## config.mk

```make
export PLATFORM = sky130hd
export DESIGN_NAME = nv_nvdla_sdp_mrdma_eg_sfifo_param
export DESIGN_NICKNAME = d
export VERILOG_FILES = /design/src/rtl/nv_nvdla_sdp_mrdma_pkg.sv /design/src/rtl/nv_nvdla_sdp_mrdma_eg_flopram_rwsa_param.sv /design/src/rtl/nv_nvdla_sdp_mrdma_eg_sfifo_param.sv
export SDC_FILE = /design/constraint.sdc
export NUM_CORES = 1
export LEC_CHECK = 0
export CORE_MARGIN = 5
export CORE_UTILIZATION = 59
export DETAILED_ROUTE_END_ITERATION = 8
export PLACE_DENSITY_LB_ADDON = 0.15
export SYNTH_ARGS = -nofsm -noshare
export SYNTH_HDL_FRONTEND = slang
export SYNTH_HIERARCHICAL = 1
export SYNTH_SLANG_ARGS = --single-unit
```

## constraint.sdc

```tcl
create_clock -name clk -period 71.1 [get_ports clk]
set_input_delay 7.11 -clock clk [delete_from_list [all_inputs] [get_ports clk]]
set_output_delay 7.11 -clock clk [all_outputs]
set_load 0.05 [all_outputs]
```

## src/rtl/nv_nvdla_sdp_mrdma_pkg.sv

```systemverilog
// nv_nvdla_sdp_mrdma_pkg: shared MRDMA egress constants and pointer helper
package nv_nvdla_sdp_mrdma_pkg;
  localparam int MRDMA_EG_PD_W = 256;
  function automatic int next_ptr(input int ptr, input int depth);
    return (ptr == depth - 1) ? 0 : ptr + 1;
  endfunction
endpackage

```

## src/rtl/nv_nvdla_sdp_mrdma_eg_flopram_rwsa_param.sv

```systemverilog
// nv_nvdla_sdp_mrdma_eg_flopram_rwsa_param: flop RAM, one sync write port, one comb read port
module nv_nvdla_sdp_mrdma_eg_flopram_rwsa_param #(
  parameter int WIDTH = 256,
  parameter int DEPTH = 4,
  localparam int AW = (DEPTH > 1) ? $clog2(DEPTH) : 1
) (
  input  logic             clk,
  input  logic             we,
  input  logic [AW-1:0]    wa,
  input  logic [WIDTH-1:0] di,
  input  logic [AW-1:0]    ra,
  output logic [WIDTH-1:0] dout
);
  logic [WIDTH-1:0] mem_q [DEPTH];
  always_ff @(posedge clk)
    if (we) mem_q[wa] <= di;
  assign dout = mem_q[ra];
endmodule

```

## src/rtl/nv_nvdla_sdp_mrdma_eg_sfifo_param.sv

```systemverilog
// nv_nvdla_sdp_mrdma_eg_sfifo_param: flop FIFO with optional empty-bypass for MRDMA egress
module nv_nvdla_sdp_mrdma_eg_sfifo_param
  import nv_nvdla_sdp_mrdma_pkg::*;
#(
  parameter int WIDTH  = MRDMA_EG_PD_W,
  parameter int DEPTH  = 4,
  parameter int BYPASS = 1,
  parameter int CW     = $clog2(DEPTH + 1)
) (
  input  logic             clk,
  input  logic             rst,
  input  logic [31:0]      pwrbus_ram_pd,
  input  logic             wr_pvld,
  output logic             wr_prdy,
  input  logic [WIDTH-1:0] wr_pd,
  output logic             rd_pvld,
  input  logic             rd_prdy,
  output logic [WIDTH-1:0] rd_pd,
  output logic [CW-1:0]    count
);
  localparam int AW = (DEPTH > 1) ? $clog2(DEPTH) : 1;
  logic [AW-1:0] wr_ptr_q, wr_ptr_d, rd_ptr_q, rd_ptr_d;
  logic [CW-1:0] count_q, count_d;
  logic [WIDTH-1:0] ram_dout;
  logic empty, full, byp, wr_fire, rd_fire, wr_st, rd_st;
  logic unused_pwr;
  assign unused_pwr = ^pwrbus_ram_pd;
  assign empty   = count_q == '0;
  assign full    = count_q == CW'(DEPTH);
  assign byp     = (BYPASS != 0) && empty;
  assign wr_prdy = !rst && !full;
  assign rd_pvld = !rst && (!empty || (byp && wr_pvld));
  assign rd_pd   = byp ? wr_pd : ram_dout;
  assign count   = count_q;
  assign wr_fire = wr_pvld && wr_prdy;
  assign rd_fire = rd_pvld && rd_prdy;
  // a write consumed straight through the bypass never touches storage
  assign wr_st   = wr_fire && !(byp && rd_fire);
  assign rd_st   = rd_fire && !empty;
  always_comb begin
    wr_ptr_d = wr_st ? AW'(next_ptr(int'(wr_ptr_q), DEPTH)) : wr_ptr_q;
    rd_ptr_d = rd_st ? AW'(next_ptr(int'(rd_ptr_q), DEPTH)) : rd_ptr_q;
    count_d  = (wr_st && !rd_st) ? count_q + 1'b1 : (rd_st && !wr_st) ? count_q - 1'b1 : count_q;
  end
  always_ff @(posedge clk) begin
    if (rst) begin
      wr_ptr_q <= '0;
      rd_ptr_q <= '0;
      count_q  <= '0;
    end else begin
      wr_ptr_q <= wr_ptr_d;
      rd_ptr_q <= rd_ptr_d;
      count_q  <= count_d;
    end
  end
  nv_nvdla_sdp_mrdma_eg_flopram_rwsa_param #(.WIDTH(WIDTH), .DEPTH(DEPTH)) u_ram (
    .clk (clk),
    .we  (wr_st),
    .wa  (wr_ptr_q),
    .di  (wr_pd),
    .ra  (rd_ptr_q),
    .dout(ram_dout)
  );
endmodule

```

; ---- Word-level counts from Yosys, hierarchy flattened
; Memory sizes are Yosys's and may differ from the RTL's. A register that Yosys moved wholly into a read port is not among the register bits.
; Cells that the tools add are included.
[op_classes]
add_sub_neg = 4
n_eq_ne = 3
muxes = 9
n_reduce_logical = 19
[op_table]
columns = op, count
row1 = 256-bit 2-to-1 mux, 1
row2 = 1-bit logical AND, 10
row3 = 2-bit 2-to-1 mux, 4
row4 = 1-bit zero test, 6
row5 = 3-bit 2-to-1 mux, 2
row6 = "2-bit by 1-bit adder with 2-bit output, second input constant", 2
row7 = "2-bit by 1-bit == test with 1-bit output, second input constant", 2
row8 = "3-bit by 1-bit adder with 3-bit output, second input constant", 1
row9 = "3-bit == test, second input constant", 1
row10 = 3-bit zero test, 1
row11 = "3-bit by 1-bit subtractor with 3-bit output, second input constant", 1
row12 = 1-bit 2-to-1 mux, 2
row13 = 2-bit nonzero test, 1
row14 = 1-bit logical OR, 1
[totals]
regBits = 7
mem_bits_rw = 1024
inputBits = 292
elab_cells = 39
mem_count = 1
[mem_list]
columns = memory, depth, width, read_ports, rd_ports_with_merged_regs, write_ports, line
row1 = u_ram.mem_q, 4, 256, 1, 1, 1, nv_nvdla_sdp_mrdma_eg_flopram_rwsa_param.sv:14  ; logic [WIDTH-1:0] mem_q [DEPTH];

; ---- Logic depth before layout (Yosys ltp)
[logic_depth]
word_depth = 12
depth_mapped = 9
mapped_depth_nobuf = 8

; ---- Hierarchy
; The synthesis kept the hierarchy.
[by_module_without_submodules]
columns = mod, instances, cells_per_inst, area_each_um2
row1 = nv_nvdla_sdp_mrdma_eg_flopram_rwsa_param, 1, 1341, 37216.9
row2 = nv_nvdla_sdp_mrdma_eg_sfifo_param, 1, 325, 3567.2

; ---- Worst setup path after synthesis
; No wires, ideal clock.
[synth_path]
kind = input to register
startpoint = in rst
endpoint = mem u_ram.mem_q[0][0], enable pin
arrival_time_ps = 26137
required_time_ps = 69862
path_slack_ps = 43725
path_stages = 4
path_buffers = 1
path_cell_list = clkbuf_1 inv_1 o311a_1 nor3b_1
[synth_via]
elab_chain_cells = 8
elab_cells_between_ends = 10
cone_classes = mux: 2 / reduce/logical: 8
[synth_rtl]
columns = item, line
row1 = start: declaration, nv_nvdla_sdp_mrdma_eg_sfifo_param.sv:11  ; input logic rst,
row2 = 1-bit zero test (*), "nv_nvdla_sdp_mrdma_eg_sfifo_param.sv:31, nv_nvdla_sdp_mrdma_eg_sfifo_param.sv:32"
row3 = 1-bit logical AND, nv_nvdla_sdp_mrdma_eg_sfifo_param.sv:32  ; assign rd_pvld = !rst && (!empty || (byp && wr_pvld));
row4 = 1-bit logical AND, nv_nvdla_sdp_mrdma_eg_sfifo_param.sv:36  ; assign rd_fire = rd_pvld && rd_prdy;
row5 = 1-bit logical AND, nv_nvdla_sdp_mrdma_eg_sfifo_param.sv:38  ; assign wr_st = wr_fire && !(byp && rd_fire);
row6 = 1-bit zero test, nv_nvdla_sdp_mrdma_eg_sfifo_param.sv:38
row7 = 1-bit logical AND (*), nv_nvdla_sdp_mrdma_eg_sfifo_param.sv:38
row8 = net wr_st, nv_nvdla_sdp_mrdma_eg_sfifo_param.sv:25  ; logic empty, full, byp, wr_fire, rd_fire, wr_st, rd_st;
row9 = 1-bit 2-to-1 mux (*), nv_nvdla_sdp_mrdma_eg_flopram_rwsa_param.sv:16  ; if (we) mem_q[wa] <= di;
row10 = 1-bit 2-to-1 mux (not written as such) (*), nv_nvdla_sdp_mrdma_eg_flopram_rwsa_param.sv:16
row11 = end: declaration, nv_nvdla_sdp_mrdma_eg_flopram_rwsa_param.sv:14
; The timed path passes the listed nets; every way through them passes the cells marked *.

; ---- Worst setup path in the final report
[layout_path]
startpoint = in rst
endpoint = out wr_prdy
[layout_via]
elab_chain_cells = 2
[layout_rtl]
columns = item, line
row1 = 1-bit zero test, nv_nvdla_sdp_mrdma_eg_sfifo_param.sv:31  ; assign wr_prdy = !rst && !full;
row2 = 1-bit logical AND, nv_nvdla_sdp_mrdma_eg_sfifo_param.sv:31
row3 = end: declaration, nv_nvdla_sdp_mrdma_eg_sfifo_param.sv:14  ; output logic wr_prdy,
; No other way between the ends.

==> flow_metrics.env <==
export IMPL_rows=96
export IMPL_syn2layout_area_growth_pct=21.9
export IMPL_die_area_sq_um=74500
export IMPL_status="finished, final reports clean"
export IMPL_sw_frac_of_total_pct=38.1
export IMPL_ys_flop_type="edfxtp_1"
export IMPL_detailedPlace_worstSlack_ns=55.21
export IMPL_slew_headroom_pct=25.6
export IMPL_htreeDepth=3
export IMPL_end_kind="primary output"
export IMPL_drt_iter0_markers=1335
export IMPL_ctsHoldBuffers=0
export IMPL_cts_tree="built"
export IMPL_grt_setup_unrepaired="false"
export IMPL_vias=19100
export IMPL_core_sq_um=68600
export IMPL_drtAntennaViolNets=0
export IMPL_synth_warnings=6
export IMPL_ys_seq_area_share_pct=75.7
export IMPL_clock_path_buffers=3
export IMPL_clock_sinks=1031
export IMPL_synth_cells=1666
export IMPL_clk_insertion_delay_late_ns=0.64
export IMPL_period_needed_ns=15.89
export IMPL_chipHeight_microns=273
export IMPL_ys_types=30
export IMPL_setup_tns_ns=0
export IMPL_setup_violations=0
export IMPL_synth_avg_cell_area_sq_um=24.5
export IMPL_p_clk_share_pct=23.4
export IMPL_cap_violations=0
export IMPL_arrival_ns=8.78
export IMPL_syn_nets=1962
export IMPL_ff2ff_path_depth=4
export IMPL_post_cts_buffers=0
export IMPL_crit_required_ns=63.99
export IMPL_worst_slack_ns=55.21
export IMPL_grt_max_degree=130
export IMPL_cts_resized=0
export IMPL_power_density_nw_per_um2=44.4
export IMPL_wl_per_cell_microns=26.0
export IMPL_final_max_slew_viol_count=0
export IMPL_crit_chain="clkdlybuf4s50_1, a21oi_1, clkdlybuf4s50_1"
export IMPL_slowest_stage="clkdlybuf4s50_1"
export IMPL_ios=553
export IMPL_hold_path_class="reg -> reg"
export IMPL_die_width_microns=273
export IMPL_vdd_drop_max_mv=0.0591
export IMPL_final_layout_size_suffix_gt1_share_pct=20.1
export IMPL_floorplan_initialDensity_pct=59.5
export IMPL_path_common_cell="clkdlybuf4s50_1"
export IMPL_grt_pass1_wl_microns=127000
export IMPL_r2r_start="count[0]"
export IMPL_power_switching_uw=843
export IMPL_yosys_register_bits=1031
export IMPL_critPathMaxFanout=10
export IMPL_final_nets=2527
export IMPL_leakage_nw=15.6
export IMPL_seq_power_share_pct=32.9
export IMPL_combPwrFrac_pct=43.7
export IMPL_io_buffers=520
export IMPL_cpPeakStageDelay_ns=0.84
export IMPL_routed_wl_microns=84600
export IMPL_async_flop_share_pct=0
export IMPL_hold_slack_ns=0.650
export IMPL_hold_viol=0
export IMPL_worstHoldStart="count[2]"
export IMPL_tightest_slew_ns=1.12
export IMPL_viasPerCell=5.86
export IMPL_synth_edff_count=1024
export IMPL_fin_skew_ns=0.0205
export IMPL_grt_ovfl_total=0
export IMPL_grt_pass1_vias=20300
export IMPL_fmax_ghz=0.0630
export IMPL_crit_type="in -> out"
export IMPL_start_kind="primary input"
export IMPL_globalplace_congestion=0.779
export IMPL_clk_transition_reported_paths_ns=0.06
export IMPL_setup_worst_path_start="rst"
export IMPL_numCtsBuffers=103
export IMPL_grt_antenna_before_repair=23
export IMPL_synth_area_sq_um=40800
export IMPL_drc=0
export IMPL_first_pass_iters=5
export IMPL_p_int_mw=1.37
export IMPL_min_period_over_period_pct=22.3
export IMPL_grt_usage_pct=22.6
export IMPL_hpwl_microns=50500
export IMPL_cts_root_buf="clkbuf_16"
export IMPL_min_path_cells=2
[synth_stat cells, types with 2 or more instances]
library cell / instances / area share (%)
a21oi_1: 4 / 0.049
and3b_1: 2 / 0.043
buf_12: 22 / 1.1
buf_2: 27 / 0.33
buf_4: 3 / 0.055
buf_6: 25 / 0.69
buf_8: 5 / 0.18
clkbuf_1: 3 / 0.028
dfxtp_1: 7 / 0.34
edfxtp_1: 1024 / 75
ha_1: 3 / 0.092
inv_1: 3 / 0.028
mux2_1: 229 / 6.3
mux2_2: 29 / 0.80
mux2i_1: 2 / 0.049
mux4_2: 256 / 14
nor2_1: 6 / 0.055
nor2b_1: 2 / 0.031
or3_1: 2 / 0.031
xor2_1: 2 / 0.043
[final cells by class]
cell class,count,area (sq um)
sequential,1031,30900
fill,3920,18900
multi-input combinational,546,8930
timing repair buffer,546,5440
clock buffer,125,2720
tap,931,1160
clock inverter,62,528
antenna,14,35.0
inverter,3,11.3
[logic make-up after synthesis]
logic type                 share of synthesized area, %
and+or+nand+nor                                   0.258
AOI/OAI and AO/OA                                 0.104
adders and majority gates                         0.141
buffers and inverters                              2.41
muxes                                              21.3
xor gates and xnor gates                         0.0430
DFF                                                75.7
[metrics by stage]
| step | power [mW] | std cells | cell area [sq um] | utilization (%) |
|---|---|---|---|---|
| floorplan | 1.47 | 1666 | 40800 | - |
| global placement | 1.71 | 3057 | 46400 | 67.7 |
| detailed placement | 1.71 | 3057 | 46400 | 67.7 |
| CTS | 2.23 | 3244 | 49700 | 72.5 |
| global route | 2.29 | 3251 | 49700 | 72.5 |
| finish | 2.21 | 3258 | 49700 | 72.5 |
[sequential cells by signal (all words and copies together) (netlist names)]
| name | count |
|---|---|
| count | 3 |
| rd_ptr_q | 2 |
| u_ram/mem_q | 1024 |
| wr_ptr_q | 2 |
[power groups by stage]
| stage | clock (mW) | combinational, mW | sequential [mW] |
|---|---|---|---|
| 6_report | 0.517 | 0.967 | 0.726 |
| 5_1_grt | 0.555 | 1.01 | 0.729 |
| 4_1_cts | 0.527 | 0.979 | 0.727 |
| 3_5_place_dp | 0 | 0.973 | 0.739 |
| 3_3_place_gp | 0 | 0.975 | 0.736 |
| 2_1_floorplan | 0 | 0.717 | 0.752 |
[worst max-delay path, delay by kind of cell]
| family | cells | cell delay [ns] |
|---|---|---|
| buffers and inverters | 2 | 1.45 |
| AO/OA/AOI/OAI | 1 | 0.22 |
[final timing paths]
check | to | slack (ns)
setup / recovery | wr_prdy | 55.21
hold / removal | count[2] | 0.65
setup reg to reg | u_ram/mem_q[1][138] | 67.25
hold reg to reg | count[2] | 0.65
[layout by cell type (no fill, tap or decap), types with 2 or more instances in the layout]
cell type           n
clkbuf_1           19
clkinvlp_4          6
edfxtp_1         1024
mux2i_1             2
inv_6               3
nor2b_1             2
buf_4              23
clkdlybuf4s50_1   520
mux2_2             29
clkinv_4            2
inv_1               3
clkbuf_16         106
clkinv_1           22
xor2_1              2
ha_1                3
mux4_2            256
clkinv_2           20
and3b_4             2
dfxtp_1             5
or3_1               2
a21oi_1             4
buf_12              3
bufinv_16           8
diode_2            14
dfxtp_4             2
mux2_1            229
nor2_1              6
[routing by layer]
layer / wire, microns / GRT usage [%]
met5: 137 / 0
met4: 2450 / 6.76
met3: 6910 / 7.10
met2: 42500 / 36.4
met1: 32700 / 30.2
(Power assumes the default switching activity.)
